===== config.mk =====
export PLATFORM = sky130hd
export DESIGN_NAME = irq_source_ctrl
export DESIGN_NICKNAME = d
export VERILOG_FILES = /design/src/rtl/irq_source_ctrl_pkg.sv /design/src/rtl/irq_source_ctrl_edge_det.sv /design/src/rtl/irq_source_ctrl.sv
export SDC_FILE = /design/constraint.sdc
export NUM_CORES = 1
export LEC_CHECK = 0
export CAP_MARGIN = 40
export CORE_MARGIN = 1
export CORE_UTILIZATION = 30
export CTS_CLUSTER_SIZE = 30
export DETAILED_ROUTE_END_ITERATION = 6
export SLEW_MARGIN = 30
export SYNTH_ARGS = -nofsm -noshare
export SYNTH_HDL_FRONTEND = slang
export SYNTH_SLANG_ARGS = --single-unit
export TNS_END_PERCENT = 30

===== constraint.sdc =====
create_clock -name clk -period 1.15 [get_ports clk]
set_input_delay 0.115 -clock clk [delete_from_list [all_inputs] [get_ports clk]]
set_output_delay 0.115 -clock clk [all_outputs]
set_load 0.05 [all_outputs]

===== src/rtl/irq_source_ctrl_pkg.sv =====
// -----------------------------------------------------------------------------
// irq_ctrl_pkg
// Shared constants and types for the interrupt source controller:
//   NUM_IRQ    - width of the core interrupt vector
//   IRQ_ID_W   - width of the taken-interrupt index returned by the core
//   cfg_sel_e  - configuration write target selector
//   IRQ_LEVEL / IRQ_EDGE - per-source mode bit values
//   impl_mask  - mask of implemented source bits for a given source count
// -----------------------------------------------------------------------------
package irq_ctrl_pkg;

  localparam int NUM_IRQ  = 32;
  localparam int IRQ_ID_W = 5;

  typedef enum logic [1:0] {
    CFG_ENABLE   = 2'd0,
    CFG_MODE     = 2'd1,
    CFG_PEND_SET = 2'd2,
    CFG_PEND_CLR = 2'd3
  } cfg_sel_e;

  localparam logic IRQ_LEVEL = 1'b0;
  localparam logic IRQ_EDGE  = 1'b1;

  // Bits [n-1:0] set; everything from n upwards is unimplemented.
  function automatic logic [NUM_IRQ-1:0] impl_mask(input int n);
    logic [NUM_IRQ-1:0] m;
    m = '0;
    for (int i = 0; i < NUM_IRQ; i++) begin
      if (i < n) m[i] = 1'b1;
    end
    return m;
  endfunction

endpackage


===== src/rtl/irq_source_ctrl_edge_det.sv =====
// -----------------------------------------------------------------------------
// irq_edge_det
// Samples the raw interrupt source vector and produces the registered level
// and a one-cycle rising-edge indication per source.
//
// Optional build macro IRQ_SRC_SYNC_EN: when defined, src_i passes through a
// 2-flop synchronizer ahead of the sampling register (for sources that are
// asynchronous to clk). When undefined, src_i must be synchronous to clk.
//
// Ports:
//   clk      in   clock
//   rst_n    in   asynchronous active-low reset
//   src_i    in   raw sources [NUM_SRC-1:0]
//   src_q_o  out  registered source levels
//   rise_o   out  src_q & ~prev_q (rising edge seen on the registered level)
// -----------------------------------------------------------------------------
module irq_edge_det #(
  parameter int NUM_SRC = 32
) (
  input  logic               clk,
  input  logic               rst_n,
  input  logic [NUM_SRC-1:0] src_i,
  output logic [NUM_SRC-1:0] src_q_o,
  output logic [NUM_SRC-1:0] rise_o
);

  logic [NUM_SRC-1:0] r_src_q;
  logic [NUM_SRC-1:0] r_prev_q;
  logic [NUM_SRC-1:0] w_src_in;

`ifdef IRQ_SRC_SYNC_EN
  logic [NUM_SRC-1:0] r_sync1;
  logic [NUM_SRC-1:0] r_sync2;

  always_ff @(posedge clk or negedge rst_n) begin
    if (!rst_n) begin
      r_sync1 <= '0;
      r_sync2 <= '0;
    end else begin
      r_sync1 <= src_i;
      r_sync2 <= r_sync1;
    end
  end

  assign w_src_in = r_sync2;
`else
  assign w_src_in = src_i;
`endif

  always_ff @(posedge clk or negedge rst_n) begin
    if (!rst_n) begin
      r_src_q  <= '0;
      r_prev_q <= '0;
    end else begin
      r_src_q  <= w_src_in;
      r_prev_q <= r_src_q;
    end
  end

  assign src_q_o = r_src_q;
  assign rise_o  = r_src_q & ~r_prev_q;

endmodule


===== src/rtl/irq_source_ctrl.sv =====
// -----------------------------------------------------------------------------
// irq_source_ctrl
// Interrupt aggregator in front of the core interrupt port. Conditions each
// raw source as level or rising-edge, keeps edge pending / lost-edge state,
// and retires edge interrupts on core acknowledge.
//
// Optional build macro IRQ_SRC_SYNC_EN (see irq_edge_det): adds a 2-flop
// input synchronizer, raising source-to-pending latency by two cycles.
//
// Ports:
//   clk          in   clock
//   rst_n        in   asynchronous active-low reset
//   src_i        in   raw peripheral sources [NUM_SRC-1:0], active-high
//   cfg_we_i     in   config write strobe (one cycle)
//   cfg_sel_i    in   0 ENABLE, 1 MODE, 2 PEND_SET (W1S), 3 PEND_CLR (W1C)
//   cfg_wdata_i  in   config write data
//   irq_ack_i    in   core acknowledge pulse
//   irq_id_i     in   index of taken interrupt
//   irq_o        out  pending & enable, to core irq_i
//   pending_o    out  raw pending vector
//   overflow_o   out  sticky lost-edge flags
// -----------------------------------------------------------------------------
module irq_source_ctrl
  import irq_ctrl_pkg::*;
#(
  parameter int                 NUM_SRC      = 32,
  parameter logic [NUM_IRQ-1:0] RESET_ENABLE = 32'h0000_0000,
  parameter logic [NUM_IRQ-1:0] RESET_MODE   = 32'hFFFF_FFFF
) (
  input  logic                clk,
  input  logic                rst_n,
  input  logic [NUM_SRC-1:0]  src_i,
  input  logic                cfg_we_i,
  input  logic [1:0]          cfg_sel_i,
  input  logic [NUM_IRQ-1:0]  cfg_wdata_i,
  input  logic                irq_ack_i,
  input  logic [IRQ_ID_W-1:0] irq_id_i,
  output logic [NUM_IRQ-1:0]  irq_o,
  output logic [NUM_IRQ-1:0]  pending_o,
  output logic [NUM_IRQ-1:0]  overflow_o
);

  localparam logic [NUM_IRQ-1:0] IMPL = impl_mask(NUM_SRC);

  logic [NUM_IRQ-1:0] r_enable;
  logic [NUM_IRQ-1:0] r_mode;
  logic [NUM_IRQ-1:0] r_pending;
  logic [NUM_IRQ-1:0] r_overflow;

  logic [NUM_SRC-1:0] w_src_n;
  logic [NUM_SRC-1:0] w_rise_n;
  logic [NUM_IRQ-1:0] w_src_q;
  logic [NUM_IRQ-1:0] w_rise;

  logic               w_wr_enable;
  logic               w_wr_mode;
  logic               w_wr_pset;
  logic               w_wr_pclr;
  logic [NUM_IRQ-1:0] w_ack_clr;
  logic [NUM_IRQ-1:0] w_pclr_bits;
  logic [NUM_IRQ-1:0] w_set;
  logic [NUM_IRQ-1:0] w_clr;
  logic [NUM_IRQ-1:0] w_edge_mask;
  logic [NUM_IRQ-1:0] w_pend_edge;
  logic [NUM_IRQ-1:0] w_pend_nxt;
  logic [NUM_IRQ-1:0] w_ovf_nxt;

  irq_edge_det #(
    .NUM_SRC (NUM_SRC)
  ) u_edge_det (
    .clk     (clk),
    .rst_n   (rst_n),
    .src_i   (src_i),
    .src_q_o (w_src_n),
    .rise_o  (w_rise_n)
  );

  assign w_src_q = NUM_IRQ'(w_src_n);
  assign w_rise  = NUM_IRQ'(w_rise_n);

  always_comb begin
    w_wr_enable = 1'b0;
    w_wr_mode   = 1'b0;
    w_wr_pset   = 1'b0;
    w_wr_pclr   = 1'b0;
    if (cfg_we_i) begin
      case (cfg_sel_e'(cfg_sel_i))
        CFG_ENABLE:   w_wr_enable = 1'b1;
        CFG_MODE:     w_wr_mode   = 1'b1;
        CFG_PEND_SET: w_wr_pset   = 1'b1;
        CFG_PEND_CLR: w_wr_pclr   = 1'b1;
        default:      ;
      endcase
    end
  end

  // Acks naming an unimplemented index are dropped.
  always_comb begin
    w_ack_clr = '0;
    if (irq_ack_i && (int'(irq_id_i) < NUM_SRC)) begin
      w_ack_clr[irq_id_i] = 1'b1;
    end
  end

  assign w_edge_mask = (IRQ_EDGE == 1'b1) ? r_mode : ~r_mode;
  assign w_pclr_bits = w_wr_pclr ? cfg_wdata_i : '0;
  assign w_set       = w_rise | (w_wr_pset ? cfg_wdata_i : '0);
  assign w_clr       = w_ack_clr | w_pclr_bits;

  // Set beats clear so an edge arriving alongside an ack is not lost.
  assign w_pend_edge = w_set | (r_pending & ~w_clr);
  assign w_pend_nxt  = ((w_edge_mask & w_pend_edge) | (~w_edge_mask & w_src_q)) & IMPL;

  // A lost edge is a rise on an already-pending bit that is not being retired
  // this cycle; an explicit PEND_CLR of the bit wins over a simultaneous loss.
  assign w_ovf_nxt = (r_overflow | (w_edge_mask & w_rise & r_pending & ~w_clr))
                     & ~w_pclr_bits & IMPL;

  always_ff @(posedge clk or negedge rst_n) begin
    if (!rst_n) begin
      r_enable   <= RESET_ENABLE & IMPL;
      r_mode     <= RESET_MODE & IMPL;
      r_pending  <= '0;
      r_overflow <= '0;
    end else begin
      if (w_wr_enable) r_enable <= cfg_wdata_i & IMPL;
      if (w_wr_mode)   r_mode   <= cfg_wdata_i & IMPL;
      r_pending  <= w_pend_nxt;
      r_overflow <= w_ovf_nxt;
    end
  end

  assign irq_o      = r_pending & r_enable;
  assign pending_o  = r_pending;
  assign overflow_o = r_overflow;

endmodule


=== Yosys cells after proc, flatten, opt, wreduce, memory -nomap -nowiden ===
Index checks and enable logic that the tools add are counted.

* Register bits: 192
* Output and inout port bits: 96
* Word-level logic and storage cells: 44

* $lt $le $gt $ge: 2
* Equal/unequal tests: 3
* Multiplexer cells: 13
* Bitwise operators: 18
* Reduce and logical (&&, ||, !) cells: 2

{| class="wikitable"
|+ Operator list
! cell !! count
|-
| $and 32x32->32 || 9
|-
| $or 32x32->32 || 5
|-
| $not 32->32 || 4
|-
| $mux 32 || 3
|-
| $mux 1 || 9
|-
| $lt 5x6->1 const B || 1
|-
| $demux 1 s5 || 1
|-
| $ge 5x1->1 const B || 1
|-
| $eq 2x2->1 const B || 2
|-
| $eq 2x1->1 const B || 1
|-
| $logic_not 2->1 || 1
|-
| $logic_and 1x1->1 || 1
|}

=== Logic depth before layout (Yosys ltp) ===
* Depth after elaboration: 11
* Mapped depth: 6
* Gate-level depth less buffers: 3

=== Cells and area by module ===
From an unflattened synthesis, not the netlist that was laid out.

* Cell total of the unflattened synthesis: 694
* Area, all modules: 8224.1 um^2

{| class="wikitable"
|+ By module, submodules not included
! module !! times used !! cells each !! area each (um^2) !! seq. area each (um^2)
|-
| irq_source_ctrl || 1 || 598 || 6182.2 || 3243.1
|-
| irq_edge_det || 1 || 96 || 2042.0 || 1601.5
|}

=== Worst setup path before layout ===
No wires, ideal clock.

* Path type: reg-to-output
* From: reg r_pending[28], in the netlist pending_o[28]
* To: out irq_o[28]
* Arrival: 1.120 ns
* Required time: 1.035 ns
* Path slack: -0.085 ns
* Stages on the path, launching flop included: 2
* Buffers on the path: 0
* Cells stage by stage: dfrtp_1 -> and2_1

* Word-level cells in the longest chain between the ends: 1

{| class="wikitable"
|+ Ends and longest elaborated chain
! item !! line !! source
|-
| start, declared || irq_source_ctrl.sv:47 || <nowiki>logic [NUM_IRQ-1:0] r_pending;</nowiki>
|-
| start signal, assigned || irq_source_ctrl.sv:128 || <nowiki>r_pending <= w_pend_nxt;</nowiki>
|-
| $and 32x32->32 || irq_source_ctrl.sv:133 || <nowiki>assign irq_o = r_pending & r_enable;</nowiki>
|-
| end, declared || irq_source_ctrl.sv:38 || <nowiki>output logic [NUM_IRQ-1:0] irq_o,</nowiki>
|}

Every way passes these cells.

=== Final worst setup path ===
Ends and elaborated chain as after synthesis.

==> run metrics <==
total number of yosys warnings 0; vias in the first global route roughly 5800; die height about 160 um; register bit total from synthesis roughly 190; post-synthesis sequential area ratio roughly 63%; Fmax around 740 MHz; most common cell after layout, fill and taps aside dfrtp_1; antenna violations before repair 0; syn_area_per_cell about 14 um^2; H-tree Lvls 4; synthesized-area fraction occupied by adder cells 0%; startpoint types flop; failing checks setup timing; Sink Count 192; Tmin final roughly 1.3 ns; grt peak-use layer met2; Site Rows just under 60; R2R depth 3; Clock Skew about 0.0086 ns; Pins Over Slew Limit 0; Post-DP Area 11400 um^2; VDD IR-drop max 1.24 mV; clock-pin slew on the worst setup and hold paths about 0.070 ns; total detailed-routing wirelength 20900 um; CTS Buffer Depth 2; Post-Synth XOR/XNOR Area 0%; drt drc 0; worst-skew pair later-pin latency ~0.43 ns; largest net degree at the start of global routing 37; Synth Cell Area about 7700 um^2; post-synth top area share roughly 52%; Total GRT Usage about 17%; CP Max Fanout 2; pre-CTS setup slack -0.735 ns; Clock Root Buffer clkbuf_16; Synth cell types 24; leading cell types in the layout, fill and taps excluded dfrtp_1 (155), buf_12 (109), nand2_1 (64), mux2_2 (64), clkdlybuf4s50_1 (64); max-cap viol count 0; gr ovfl total 0; FF-to-FF setup slack -0.01 ns; drt wl/cell 18.0 um; RSZ-0062 raised after global routing yes; Synth-to-Final Area Change 62.0%; fin crit share 117%; met2 usage 27.1%; global-route wire length before repair roughly 33000 um; final net count between 800 and 900; Die ar. approximately 26000 um^2; Worst Hold Class input pin to flop; power density over the cells 2020 nW/um^2; destination of the critical timing path irq_o[28]; setup violators final between 60 and 70; Initial Util 30.7%; mux cell area share after synthesis 9.33%; TritonCTS clock tree yes; Final Instance Area about 13000 um^2; CP Capture Type output pin; via count approximately 5600; RR Endpoint overflow_o[14]; CORE AREA roughly 25000 um^2; share of layout cells above drive strength 1 between 40% and 50%; antenna viol nets, final 0; Req. time, crit path about 1.0 ns; met3 Use GR roughly 3.5%; syn_nets around 620; Worst-Margin Slew between 0.3 and 0.4 ns; Yosys top cell by area dfrtp_1; Critical Path Start pending_o[28]; 1st-pass router iterations 4; total power approximately 25 mW; top-level I/O count around 170; largest family of logic cells by synthesized area compound AO/OA/AOI/OAI gates; largest cells by area after synthesis dfrtp_1 (52%), dfstp_2 (11%), mux2_2 (9.3%); P_leak 5.41 nW; # port buffers 170; Final Hold Viols 0; status finished with violations; gpl congestion about 0.73; CTS buffer count 17; Worst EP arrival 1.23 ns; worst hold stages 1; CP Class flop to output pin; Synth Instances about 550; ant diodes 0; Iter 0 DRT Violations 239; Post-DP HPWL between 10000 and 15000 um; r2r startpoint r_mode[14]; relative slew slack 73.9%; via-per-instance ratio 4.80; Die Width 162 um; final worst slack -0.194 ns; met1 Usage GRT approximately 22%; Simple-Gate Fraction of Synth Area under 10%; Compound-Gate Fraction of Synth Area 17.1%
## kinds of logic (layout without fill, tap and decap cells)
family	count (synthesis)	after routing
compound gates	128	128
buf+inv	51	334
flops	192	192
mux	64	64
simple gates	113	113
## flip-flops by register name (all words and copies together) (netlist names)
| register | flops |
|---|---|
| overflow_o | 32 |
| pending_o | 32 |
| r_enable | 32 |
| r_mode | 32 |
| u_edge_det.r_prev_q | 32 |
| u_edge_det.src_q_o | 32 |
## worst max-delay path: stages (launching register included)
cell and delay, ns:
dfrtp_1 0.40, buf_6 0.13, and2_4 0.14, buf_12 0.14
## stage by stage
stage | utilization (%) | setup TNS, ns | hold WS (ns) | cells
global placement | 45.1 | -77.67 | 0.0341 | 1094
detailed placement | 45.2 | -76.16 | 0.0378 | 1095
finish | 49.7 | -5.23 | 0.116 | 1161
CTS | 49.5 | -6.53 | 0.0969 | 1157
global route | 49.7 | -8.69 | 0.0981 | 1161
floorplan | - | -2.22 | -0.181 | 548
## cell usage after synthesis (all sizes together)
library cell / n
a32o: 32
nand2: 65
and4b: 3
and4: 1
dfstp: 32
and2: 33
nor2b: 2
mux2: 64
nor3b: 1
inv: 32
dfrtp: 160
clkbuf: 3
nor2: 2
and4bb: 3
nor4b: 1
and3: 1
a221oi: 32
buf: 16
a21boi: 32
nand3b: 1
a311o: 32
## worst min-delay path by stage
stage                                   to      start  slack [ns]
finish              u_edge_det.src_q_o[29]  src_i[29]        0.12
global route         u_edge_det.src_q_o[8]   src_i[8]         0.1
CTS                 u_edge_det.src_q_o[29]  src_i[29]         0.1
detailed placement             r_enable[2]      rst_n        0.04
global placement               r_enable[2]      rst_n        0.03
floorplan                    overflow_o[0]      rst_n       -0.18
## routing by layer
layer | vias up | part of all wire (%)
met2 | 147 | 49
met5 | - | 0
li1 | 2589 | -
met1 | 2812 | 45
met3 | 22 | 4.2
met4 | 0 | 1.7
## where the power goes
part           internal (mW)  total (mW)  switching (mW)
Clock                   3.35        5.94            2.59
Sequential              8.09        9.15            1.06
Combinational           5.32        10.2            4.88
## area by class of cell
class,instances,area (um^2)
repair buffers,270,3740
clock inverters,11,131
well taps,330,413
multi-input cells,305,2800
clock buffers,21,460
flip-flops and latches,192,4850
inverters,32,120
fillers,2138,12700
## what timing repair did
item,4_1_cts,5_1_grt
resized for setup,89,6
hold endpoints to repair,163,0
pin swaps,32,6
hold buffers,1,0
buffers inserted,29,4
setup endpoints to repair,197,107
gates cloned,1,0
No activity file was read; power rests on OpenSTA's default activity.
